<file path="src/rtl/mac_pkg.sv">
// Shared types for the MAC operand sequencer: FSM states, operand width,
// and the operand-pair bundle.
package mac_pkg;

  localparam int OP_W = 8;

  typedef enum logic [1:0] {
    IDLE = 2'd0,
    RUN  = 2'd1,
    DONE = 2'd2
  } state_t;

  typedef struct packed {
    logic [OP_W-1:0] a;
    logic [OP_W-1:0] b;
    logic            first;
    logic            last;
  } mac_pair_t;

endpackage

</file>
<file path="src/rtl/mac_pair_fifo.sv">
// Small synchronous FIFO holding {A,B} operand pairs. The head entry is
// read combinationally so a pair pushed in one cycle is visible the next.
module mac_pair_fifo #(
  parameter int DEPTH  = 4,
  parameter int DATA_W = 16
) (
  input  logic              clk,
  input  logic              rst,
  input  logic              push,
  input  logic [DATA_W-1:0] push_data,
  input  logic              pop,
  output logic [DATA_W-1:0] head_data,
  output logic              full,
  output logic              empty
);

  localparam int PTR_W = (DEPTH > 1) ? $clog2(DEPTH) : 1;

  logic [DATA_W-1:0] mem_reg [DEPTH];
  logic [PTR_W-1:0]  wr_ptr_reg;
  logic [PTR_W-1:0]  rd_ptr_reg;
  logic [PTR_W:0]    count_reg;
  logic              push_ok;
  logic              pop_ok;

  assign full      = (count_reg == (PTR_W+1)'(DEPTH));
  assign empty     = (count_reg == '0);
  assign push_ok   = push && !full;
  assign pop_ok    = pop && !empty;
  assign head_data = mem_reg[rd_ptr_reg];

  // Storage write; contents need no reset because empty gates all use.
  always_ff @(posedge clk) begin
    if (push_ok) begin
      mem_reg[wr_ptr_reg] <= push_data;
    end
  end

  // Pointers and occupancy; simultaneous push and pop leaves count unchanged.
  always_ff @(posedge clk) begin
    if (rst) begin
      wr_ptr_reg <= '0;
      rd_ptr_reg <= '0;
      count_reg  <= '0;
    end else begin
      if (push_ok) wr_ptr_reg <= wr_ptr_reg + 1'b1;
      if (pop_ok)  rd_ptr_reg <= rd_ptr_reg + 1'b1;
      case ({push_ok, pop_ok})
        2'b10:   count_reg <= count_reg + 1'b1;
        2'b01:   count_reg <= count_reg - 1'b1;
        default: count_reg <= count_reg;
      endcase
    end
  end

endmodule

</file>
<file path="src/rtl/mac_operand_sequencer.sv">
// Pairs a byte stream into (A,B) operands, buffers them, and issues exactly
// cfg_len pairs to the MAC with first/last flags, pulsing done at the end.
module mac_operand_sequencer
  import mac_pkg::*;
#(
  parameter int LEN_W      = 8,
  parameter int FIFO_DEPTH = 4
) (
  input  logic             clk,
  input  logic             rst,
  input  logic             start,
  input  logic [LEN_W-1:0] cfg_len,
  input  logic [OP_W-1:0]  in_data,
  input  logic             in_valid,
  output logic             in_ready,
  output logic [OP_W-1:0]  mac_a,
  output logic [OP_W-1:0]  mac_b,
  output logic             mac_first,
  output logic             mac_last,
  output logic             mac_valid,
  input  logic             mac_ready,
  output logic             busy,
  output logic             done
);

  state_t             state_reg, state_next;
  logic [LEN_W-1:0]   len_reg;
  logic [LEN_W-1:0]   pairs_in_reg;
  logic [LEN_W-1:0]   pairs_out_reg;
  logic               half_reg;
  logic [OP_W-1:0]    a_hold_reg;

  logic               fifo_full;
  logic               fifo_empty;
  logic [2*OP_W-1:0]  fifo_head;
  logic               in_fire;
  logic               push;
  logic               pop;
  mac_pair_t          pair_out;

  assign in_fire = in_valid && in_ready;
  assign push    = in_fire && half_reg;
  assign pop     = mac_valid && mac_ready;

  mac_pair_fifo #(
    .DEPTH  (FIFO_DEPTH),
    .DATA_W (2*OP_W)
  ) u_fifo (
    .clk       (clk),
    .rst       (rst),
    .push      (push),
    .push_data ({a_hold_reg, in_data}),
    .pop       (pop),
    .head_data (fifo_head),
    .full      (fifo_full),
    .empty     (fifo_empty)
  );

  // FSM state register.
  always_ff @(posedge clk) begin
    if (rst) state_reg <= IDLE;
    else     state_reg <= state_next;
  end

  // Next state and handshake outputs; in_ready depends only on registered state.
  always_comb begin
    state_next = state_reg;
    in_ready   = 1'b0;
    mac_valid  = 1'b0;
    busy       = 1'b0;
    done       = 1'b0;
    case (state_reg)
      IDLE: begin
        if (start) state_next = (cfg_len != '0) ? RUN : DONE;
      end
      RUN: begin
        busy      = 1'b1;
        in_ready  = (pairs_in_reg < len_reg) && !(half_reg && fifo_full);
        mac_valid = !fifo_empty;
        if (mac_valid && mac_ready && (pairs_out_reg == len_reg - LEN_W'(1))) begin
          state_next = DONE;
        end
      end
      DONE: begin
        busy       = 1'b1;
        done       = 1'b1;
        state_next = IDLE;
      end
      default: state_next = IDLE;
    endcase
  end

  // Byte pairing and pair counters; counts stop at len_reg so never wrap.
  always_ff @(posedge clk) begin
    if (rst) begin
      len_reg       <= '0;
      pairs_in_reg  <= '0;
      pairs_out_reg <= '0;
      half_reg      <= 1'b0;
      a_hold_reg    <= '0;
    end else if (state_reg == IDLE) begin
      if (start) begin
        len_reg       <= cfg_len;
        pairs_in_reg  <= '0;
        pairs_out_reg <= '0;
        half_reg      <= 1'b0;
      end
    end else if (state_reg == RUN) begin
      if (in_fire) begin
        if (!half_reg) begin
          a_hold_reg <= in_data;
          half_reg   <= 1'b1;
        end else begin
          half_reg     <= 1'b0;
          pairs_in_reg <= pairs_in_reg + 1'b1;
        end
      end
      if (pop) pairs_out_reg <= pairs_out_reg + 1'b1;
    end
  end

  // Present the FIFO head as a pair; everything reads 0 when nothing is valid.
  always_comb begin
    pair_out       = '0;
    if (mac_valid) begin
      pair_out.a     = fifo_head[2*OP_W-1:OP_W];
      pair_out.b     = fifo_head[OP_W-1:0];
      pair_out.first = (pairs_out_reg == '0);
      pair_out.last  = (pairs_out_reg == len_reg - LEN_W'(1));
    end
  end

  assign mac_a     = pair_out.a;
  assign mac_b     = pair_out.b;
  assign mac_first = pair_out.first;
  assign mac_last  = pair_out.last;

endmodule

</file>
<file path="config.mk">
export PLATFORM = sky130hd
export DESIGN_NAME = mac_operand_sequencer
export DESIGN_NICKNAME = d
export VERILOG_FILES = /design/src/rtl/mac_pkg.sv /design/src/rtl/mac_pair_fifo.sv /design/src/rtl/mac_operand_sequencer.sv
export SDC_FILE = /design/constraint.sdc
export NUM_CORES = 1
export LEC_CHECK = 0
export ABC_AREA = 1
export CAP_MARGIN = 20
export CELL_PAD_IN_SITES_DETAIL_PLACEMENT = 1
export CELL_PAD_IN_SITES_GLOBAL_PLACEMENT = 2
export CORE_MARGIN = 10
export CORE_UTILIZATION = 39
export DETAILED_ROUTE_END_ITERATION = 8
export GPL_ROUTABILITY_DRIVEN = 0
export PLACE_DENSITY = 0.86
export SLEW_MARGIN = 20
export SYNTH_ARGS = -nofsm -noshare
export SYNTH_HDL_FRONTEND = slang
export SYNTH_HIERARCHICAL = 1
export SYNTH_SLANG_ARGS = --single-unit
</file>
<file path="constraint.sdc">
create_clock -name clk -period 4 [get_ports clk]
set_clock_uncertainty 0.15 [all_clocks]
set_input_delay 0.8 -clock clk [delete_from_list [all_inputs] [get_ports clk]]
set_output_delay 0.8 -clock clk [all_outputs]
set_load 0.02 [all_outputs]
</file>
# After elaboration in Yosys (flattened, before gate mapping)
# Memory sizes are Yosys's and may differ from the RTL's. A register that Yosys moved wholly into a read port is not among the register bits.
# Cells that the tools add are included.
totals:
  memories: 1
  ramBits: 64
  latchBits: 0
  romBits: 0
  word_cells: 83
  ff_bits: 42
  in_bits: 21
op_classes:
  div: 0
  multipliers: 0
  mux: 27
  n_shift: 0
  reduce_logical: 28
  n_eq_ne: 8
  magnitude_cmp: 1
  addsub: 7
  n_bitwise: 2
memory_table:
  columns: ["memory", "depth", "word_bits", "rd", "rd_ports_with_merged_regs", "wr", "line_no", "text"]
  rows:
  - ["u_fifo.mem_reg", 4, 16, 1, 1, 1, "mac_pair_fifo.sv:19", "logic [DATA_W-1:0] mem_reg [DEPTH];"]
op_table:
  columns: ["cell", "count"]
  rows:
  - ["2-to-1 mux 8 bit", 8]
  - ["2-to-1 mux 18 bit", 1]
  - ["adder 8 x 1 -> 8 bit, second input constant", 2]
  - ["2-to-1 mux 1 bit", 11]
  - ["2-to-1 mux 2 bit", 5]
  - ["nonzero test 2 bit", 5]
  - ["logical AND 1 bit", 9]
  - ["equality test 8 bit", 1]
  - ["logical NOT 8 bit", 1]
  - ["less-than comparator 8 bit", 1]
  - ["AND reduction 4 bit", 2]
  - ["nonzero test 8 bit", 1]
  - ["subtractor 8 x 1 -> 8 bit, second input constant", 1]
  - ["case mux 3 bit (2 select lines)", 1]
  - ["AND reduction 3 bit", 2]
  - ["adder 2 x 1 -> 2 bit, second input constant", 2]
  - ["equality test 2 x 1 -> 1 bit, second input constant", 2]
  - ["equality test 2 bit, second input constant", 2]
  - ["!= test 2 bit, second input constant", 2]
  - ["case mux 2 bit (2 select lines)", 1]
  - ["AND reduction 2 bit", 2]
  - ["adder 3 x 1 -> 3 bit, second input constant", 1]
  - ["equality test 3 bit, second input constant", 1]
  - ["logical NOT 1 bit", 3]
  - ["5 further kinds", 6]

# Depth between registers and ports, before layout
# Gate-level depths: netlist of the first run.
depth:
  depth_word: 10
  mapped_depth: 21
  depth_no_buf: 21

# Modules after synthesis
# Netlist of the first run, hierarchy kept.
modules_own_cells:
  columns: ["module", "cells_per_inst", "seq_area_each_um2", "area_per_inst_um2", "n_inst"]
  rows:
  - ["mac_pair_fifo", 224, 2102.0, 2849.0, 1]
  - ["mac_operand_sequencer", 352, 700.7, 2296.0, 1]

# Worst setup path after synthesis of the first run
# OpenSTA, ideal clock, no wires.
synth_timing:
  path_kind: "flip-flop to flip-flop"
  start: "register len_reg[3]"
  end: "memory u_fifo.mem_reg[0][0] (enable)"
  path_buffers: 0
  t_required_ns: 3.461
  path_slack_ns: 1.270
  arrival_time_ns: 2.191
  path_stages_with_launch: 12
  setup_ns: 0.389
  synth_period_minus_slack_ns: 2.730
  path_cell_list: "dfxtp_1 inv_1 ha_1 a21oi_1 nand2_1 nand2_1 nand2_1 nand2_1 nand3_1 nor2_1 nand2_2 nor2_1"
synth_via:
  elab_chain_cells: 8
synth_lines:
  columns: ["item", "line_no", "text"]
  rows:
  - ["start, declared", "mac_operand_sequencer.sv:27", "logic [LEN_W-1:0] len_reg;"]
  - ["start signal, assigned", "mac_operand_sequencer.sv:103", "len_reg <= cfg_len;"]
  - ["less-than comparator 8 bit", "mac_operand_sequencer.sv:78", "in_ready = (pairs_in_reg < len_reg) && !(half_reg && fifo_full);"]
  - ["logical AND 1 bit", "mac_operand_sequencer.sv:78", null]
  - ["2-to-1 mux 1 bit", "mac_operand_sequencer.sv:72", "case (state_reg)"]
  - ["logical AND 1 bit", "mac_operand_sequencer.sv:41", "assign in_fire = in_valid && in_ready;"]
  - ["logical AND 1 bit", "mac_operand_sequencer.sv:42", "assign push = in_fire && half_reg;"]
  - ["named net push", "mac_operand_sequencer.sv:37", "logic push;"]
  - ["logical AND 1 bit", "mac_pair_fifo.sv:28", "assign push_ok = push && !full;"]
  - ["2-to-1 mux 1 bit", "mac_pair_fifo.sv:34", "if (push_ok) begin"]
  - ["2-to-1 mux 1 bit (not written as such)", "mac_pair_fifo.sv:35", "mem_reg[wr_ptr_reg] <= push_data;"]
  - ["end, declared", "mac_pair_fifo.sv:19", null]
# The timed path passes the listed nets, and every way through them passes these cells.

# Final worst setup path of the first run
layout_timing:
  start: "register len_reg[0]"
  end: "output mac_last"
layout_via:
  elab_chain_cells: 3
layout_lines:
  columns: ["item", "line_no", "text"]
  rows:
  - ["subtractor 8 x 1 -> 8 bit", "mac_operand_sequencer.sv:129", "pair_out.last = (pairs_out_reg == len_reg - LEN_W'(1));"]
  - ["equality test 8 bit", "mac_operand_sequencer.sv:129", null]
  - ["2-to-1 mux 18 bit", "mac_operand_sequencer.sv:125", "if (mac_valid) begin"]
  - ["end, declared", "mac_operand_sequencer.sv:19", "output logic mac_last,"]
# Every way passes these cells.

==> results of run 1 <==
[how the worst min path moves through the flow]
stage	start	end	slack, ns	depth (start not counted)
global route	a_hold_reg[7]$_SDFFE_PP0P_	u_fifo/mem_reg[2][15]$_DFFE_PP_	0.37	0
detailed placement	state_reg[0]$_SDFFE_PP0P_	state_reg[0]$_SDFFE_PP0P_	0.33	2
floorplan	state_reg[0]$_SDFFE_PP0P_	state_reg[0]$_SDFFE_PP0P_	0.31	2
CTS	state_reg[0]$_SDFFE_PP0P_	state_reg[0]$_SDFFE_PP0P_	0.34	2
finish	state_reg[0]$_SDFFE_PP0P_	state_reg[0]$_SDFFE_PP0P_	0.34	2
global placement	state_reg[0]$_SDFFE_PP0P_	state_reg[0]$_SDFFE_PP0P_	0.32	2
[worst max-delay path, stage by stage (launching register included)]
cell and delay (ns):
dfxtp_1 0.34, inv_1 0.17, ha_1 0.24, nand2_1 0.07, nor2_1 0.16, nand2_1 0.10
nand3_1 0.09, nand2_1 0.05, nor2_1 0.13, nand2_1 0.07, nor2_1 0.08, clkdlybuf4s50_1 0.61
[placed cells by master, fill, tap and decap left out, types with 2 or more instances in the layout]
master	count
nand2_2	4
a21oi_1	38
buf_4	11
edfxtp_1	64
bufinv_16	2
clkdlybuf4s50_1	42
nand4_1	7
clkbuf_1	2
nand3_1	34
nand2_4	2
clkbuf_16	9
nor3_1	7
xnor2_1	3
xor2_1	7
inv_1	69
o21ai_1	29
ha_1	19
nor2_4	4
nor2_1	84
o22ai_1	16
dfxtp_1	44
nor3b_1	2
o21ai_0	16
inv_2	4
nor2_2	4
nand2_1	93
[through the flow]
| step | power, mW | hold WS, ns | utilization (%) | setup slack, ns |
|---|---|---|---|---|
| global route | 2.55 | 0.369 | 47.8 | 0.367 |
| detailed placement | 1.51 | 0.334 | 45.3 | 0.970 |
| floorplan | 1.40 | 0.306 | - | 1.27 |
| CTS | 2.47 | 0.344 | 47.8 | 0.571 |
| finish | 2.45 | 0.336 | 47.8 | 0.576 |
| global placement | 1.50 | 0.320 | 45.3 | 1.02 |
[power by group through the flow]
stage	sequential [mW]	clock, mW	combinational, mW
final	1.20	0.967	0.279
after global routing	1.20	1.03	0.315
after CTS	1.20	0.983	0.282
after detailed placement	1.23	0	0.279
after global placement	1.23	0	0.273
after floorplan	1.22	0	0.175
[final cells by class]
class	count	area [um2]
Fill cell	1499	6670
Sequential cell	108	2800
Multi-Input combinational cell	378	1980
Timing Repair Buffer	53	503
Inverter	74	280
Clock buffer	11	233
Tap cell	172	215
Clock inverter	5	85.1
[kinds of logic (layout without fill, tap and decap cells)]
family / after synthesis / after routing / synth area share [%]
AND/OR/NAND/NOR: 247 / 247 / 21.5
flip-flops: 108 / 108 / 54.5
AO/OA/AOI/OAI: 101 / 101 / 10.3
buffers and inverters: 90 / 143 / 7.03
adder cells (fa/ha/maj): 20 / 20 / 5.01
XOR/XNOR: 10 / 10 / 1.70
[metal layers]
metal | share of wire, % | vias to the layer above
met1 | 44 | 1970
li1 | - | 2015
met4 | 1.7 | 0
met3 | 3.0 | 14
met2 | 51 | 56
met5 | 0 | -
==> impl_metrics.tcl, run 1 <==
set metrics [dict create \
    outcome "completed" \
    dp.cells 785 \
    final_cells 801 \
    p_sw_share_pct 24.9 \
    firstDrtPassIters 4 \
    startpoint "len_reg[0]$_SDFFE_PP0P_" \
    synth_flop_cell "edfxtp_1" \
    timing.rr.start "len_reg[3]$_SDFFE_PP0P_" \
    ys_warn_count 6 \
    routed_via_density 5.06 \
    critical_path.max_fanout 6 \
    clock.fmax_ghz 0.292 \
    fin_crit_ns 3.42 \
    fin_area_um2 6100 \
    tightestPinTransition_ns 0.650 \
    clkPwrFrac_pct 39.5 \
    ys_top_cells_by_area "edfxtp_1 37%, dfxtp_1 17%, nand2_1 6.8%" \
    use_met1_pct 17.8 \
    holdBufCountCts 0 \
    grt_overflow 0 \
    synth_async_sr_flop_share_pct 0 \
    switchingPower_mw 0.608 \
    seq_power_share_pct 49.1 \
    antenna_left 0 \
    antenna_found_initial 0 \
    die_w_um 135 \
    cts-root-buf "clkbuf_16" \
    start_util_pct 40.3 \
    grt_pass1_wl_um 22000 \
    rrSetupSlack_ns 0.99 \
    drv_cap 0 \
    cts_sinks 108 \
    grt_use_met2_pct 26.9 \
    n_antenna_cell 0 \
    synth_area_um2 5140 \
    drive_gt1_share_pct 7.63 \
    post-route-period-util_pct 85.6 \
    syn-num-nets 617 \
    synth.avg_cell_area_um2 8.93 \
    die_area_um2 18200 \
    wl_per_cell_um 16.6 \
    synth_edf_count 64 \
    r2r_end "u_fifo/count_reg[1]$_SDFFE_PP0P_" \
    cts_tree "yes" \
    syn_to_final_growth_pct 18.6 \
    ys_top_cells_by_count "93 x nand2_1, 84 x nor2_1, 69 x inv_1" \
    rr_worst_depth 14 \
    intPower_mw 1.84 \
    start_kind "flop" \
    cts_max_level 3 \
    drt_iter0_markers 197 \
    synth_most_common_cell "nand2_1" \
    cts_resized 0 \
    tns_ns 0 \
    hpwl_um 9610 \
    power.leakage_nw 2.43 \
    yosysTopAreaCell "edfxtp_1" \
    io_pins 43 \
    grt_util_met3_pct 2.41 \
    arrival_ns 2.47 \
    grt_max_degree 33 \
    rsz0062_at_grt "no" \
    powerDensity_nw_per_um2 401 \
    num_vias 4055 \
    cts.clk_slew.worst_paths_ns 0.07 \
    seq_area_frac_synth_pct 54.5 \
    grt_busiest_layer "met2" \
    endpoint "mac_last" \
    hold_viol_final 0 \
    pwr-share-comb_pct 11.4 \
    largest_reg_flops 64 \
    cts_buffer_depth 2 \
    finalMaxSlewViolations 0 \
    hold_path.class "flop to flop" \
    worst-setup-path-type "flop to output pin" \
    setup_violations 0 \
    die_y_um 135 \
    grt_usage_pct 15.1 \
    wirelength_um 13300 \
    ys_ff_latch 108 \
    yosysTopAreaCellShare_pct 37.4 \
    synth_cell_types 35 \
    portBuffers 42 \
    postSynthCellCount 576 \
    rows 41 \
    post-cts-setup-buffer-count 0 \
    vdd_drop_max_mv 0.208 \
    coreArea_um2 12800 \
    dpl_cell_area_um2 5780 \
    grt_pass1_vias 4306 \
    cp.required_ns 3.05 \
    crit_path_end_kind "output pin" \
    finalNetCount 665 \
    relSlewSlack_pct 56.6 \
    insertion_delay_ns 0.35 \
    drc 0 \
    numCtsBuffers 9 \
]
No activity file was read; power rests on OpenSTA's default activity.
==> run 2, diff against run 1 <==
- CELL_PAD_IN_SITES_DETAIL_PLACEMENT: 1 -> not set
- CELL_PAD_IN_SITES_GLOBAL_PLACEMENT: 2 -> not set
- CORE_ASPECT_RATIO: not set -> 1.5
- CORE_UTILIZATION: 39 -> 52
- PLACE_DENSITY: 0.86 -> 0.74
==> impl_metrics.tcl, run 2 (synthesis gave the netlist of run 1 again) <==
set metrics [dict create \
    outcome "completed" \
    finalNetCount 662 \
    grt_usage_pct 15.4 \
    critical_path.max_fanout 6 \
    grt_pass1_wl_um 18000 \
    drt_iter0_markers 231 \
    drc 0 \
    antenna_found_initial 0 \
    syn_to_final_growth_pct 16.4 \
    largest_reg_flops 64 \
    final_cell_mix "93 x nand2_1, 84 x nor2_1, 69 x inv_1" \
    cts_resized 0 \
    io_pins 43 \
    drive_gt1_share_pct 7.51 \
    hold_viol_final 0 \
    grt_overflow 0 \
    portBuffers 42 \
    n_antenna_cell 0 \
    start_kind "flop" \
    insertion_delay_ns 0.34 \
    cts_max_level 3 \
    wirelength_um 11000 \
    cp.required_ns 3.05 \
    crit_slowest_cell "clkdlybuf4s50_1" \
    arrival_ns 2.41 \
    cts_sinks 108 \
    tightestPinTransition_ns 0.653 \
    cts-root-buf "clkbuf_16" \
    layout_commonest_cell "nand2_1" \
    wl_per_cell_um 14.9 \
    antenna_left 0 \
    worst-setup-path-type "flop to output pin" \
    rows 44 \
    start_util_pct 53.1 \
    powerDensity_nw_per_um2 390 \
    num_vias 3976 \
    drv_cap 0 \
    power.leakage_nw 2.41 \
    die_area_um2 14400 \
    numCtsBuffers 9 \
    die_y_um 142 \
    die_w_um 101 \
    hold_path.class "flop to flop" \
    post-route-period-util_pct 84.1 \
    coreArea_um2 9690 \
    clock.fmax_ghz 0.297 \
    cts_tree "yes" \
    firstDrtPassIters 5 \
    holdBufCountCts 0 \
    rsz0062_at_grt "no" \
    grt_max_degree 33 \
    crit_path_end_kind "output pin" \
    setup_violations 0 \
    finalMaxSlewViolations 0 \
    crit_top_cell "nand2_1" \
    routed_via_density 5.37 \
    slowest_delay_ns 0.61 \
    cts_buffer_depth 2 \
    relSlewSlack_pct 56.4 \
    crit_chain "inv_1 > ha_1 > nand2_1 > nor2_1 > nand2_1 > nand3_1 > nand2_1 > nor2_1 > nand2_1 > nor2_1 > clkdlybuf4s50_1" \
    grt_pass1_vias 3866 \
    tns_ns 0 \
    cts.clk_slew.worst_paths_ns 0.07 \
    fin_crit_ns 3.36 \
    utilization_pct 61.8 \
    vdd_drop_max_mv 0.249 \
    post-cts-setup-buffer-count 0 \
    hpwl_um 7880 \
]
## run 2: changes by cell type in the layout (fill, tap and decap cells not counted)
cell and change:
clkbuf_1 -2, clkbuf_16 +1, buf_4 -3, bufinv_16 -2, inv_8 +1, clkinvlp_4 +2
## run 2: power breakdown
group,total (mW),internal (mW),switching [mW],leakage [nW]
clock,0.877,0.470,0.406,0.144
sequential,1.20,1.19,0.0161,0.940
combinational,0.257,0.0922,0.165,1.32
## run 2: path summary, 6_finish.rpt
path / slack [ns] / depth (start not counted) / end / from
setup / recovery: 0.64 / 11 / mac_last / len_reg[0]$_SDFFE_PP0P_
hold / removal: 0.35 / 2 / state_reg[0]$_SDFFE_PP0P_ / state_reg[0]$_SDFFE_PP0P_
setup reg to reg: 1.13 / 14 / u_fifo/count_reg[1]$_SDFFE_PP0P_ / len_reg[3]$_SDFFE_PP0P_
hold reg to reg: 0.35 / 2 / state_reg[0]$_SDFFE_PP0P_ / state_reg[0]$_SDFFE_PP0P_
## run 2: worst max-delay path, delay by kind of cell, from the launching register on
family / cells / cell delay (ns)
buffers and inverters: 2 / 0.76
and+or+nand+nor: 8 / 0.73
DFF: 1 / 0.33
adders and majority gates: 1 / 0.25
## run 2: cell type report
cell class / instances / area [um2]
tap: 115 / 144
clock inverter: 6 / 51.3
sequential: 108 / 2800
fill: 812 / 3700
clock buffer: 10 / 250
inverter: 74 / 280
multi-input combinational: 378 / 1980
timing repair buffer: 50 / 480
## run 2: metrics by stage
| stage | setup WS [ns] | instance area (um2) | power, mW | hold slack, ns | instances |
|---|---|---|---|---|---|
| after detailed placement | 1.03 | 5690 | 1.48 | 0.333 | 725 |
| after global routing | 0.408 | 5990 | 2.43 | 0.373 | 741 |
| after floorplan | 1.27 | 5140 | 1.40 | 0.306 | 576 |
| after global placement | 1.08 | 5690 | 1.48 | 0.321 | 725 |
| final | 0.638 | 5990 | 2.34 | 0.346 | 741 |
| after CTS | 0.632 | 5990 | 2.35 | 0.346 | 741 |
## run 2: per-layer routing
metal  track usage [%]  vias to the layer above  part of all wire [%]
li1                  -                     2005                     -
met1              17.1                     1859                    41
met2              27.1                       98                    53
met3              3.89                       14                   4.8
met4              5.89                        0                   1.8
met5                 0                        -                     0
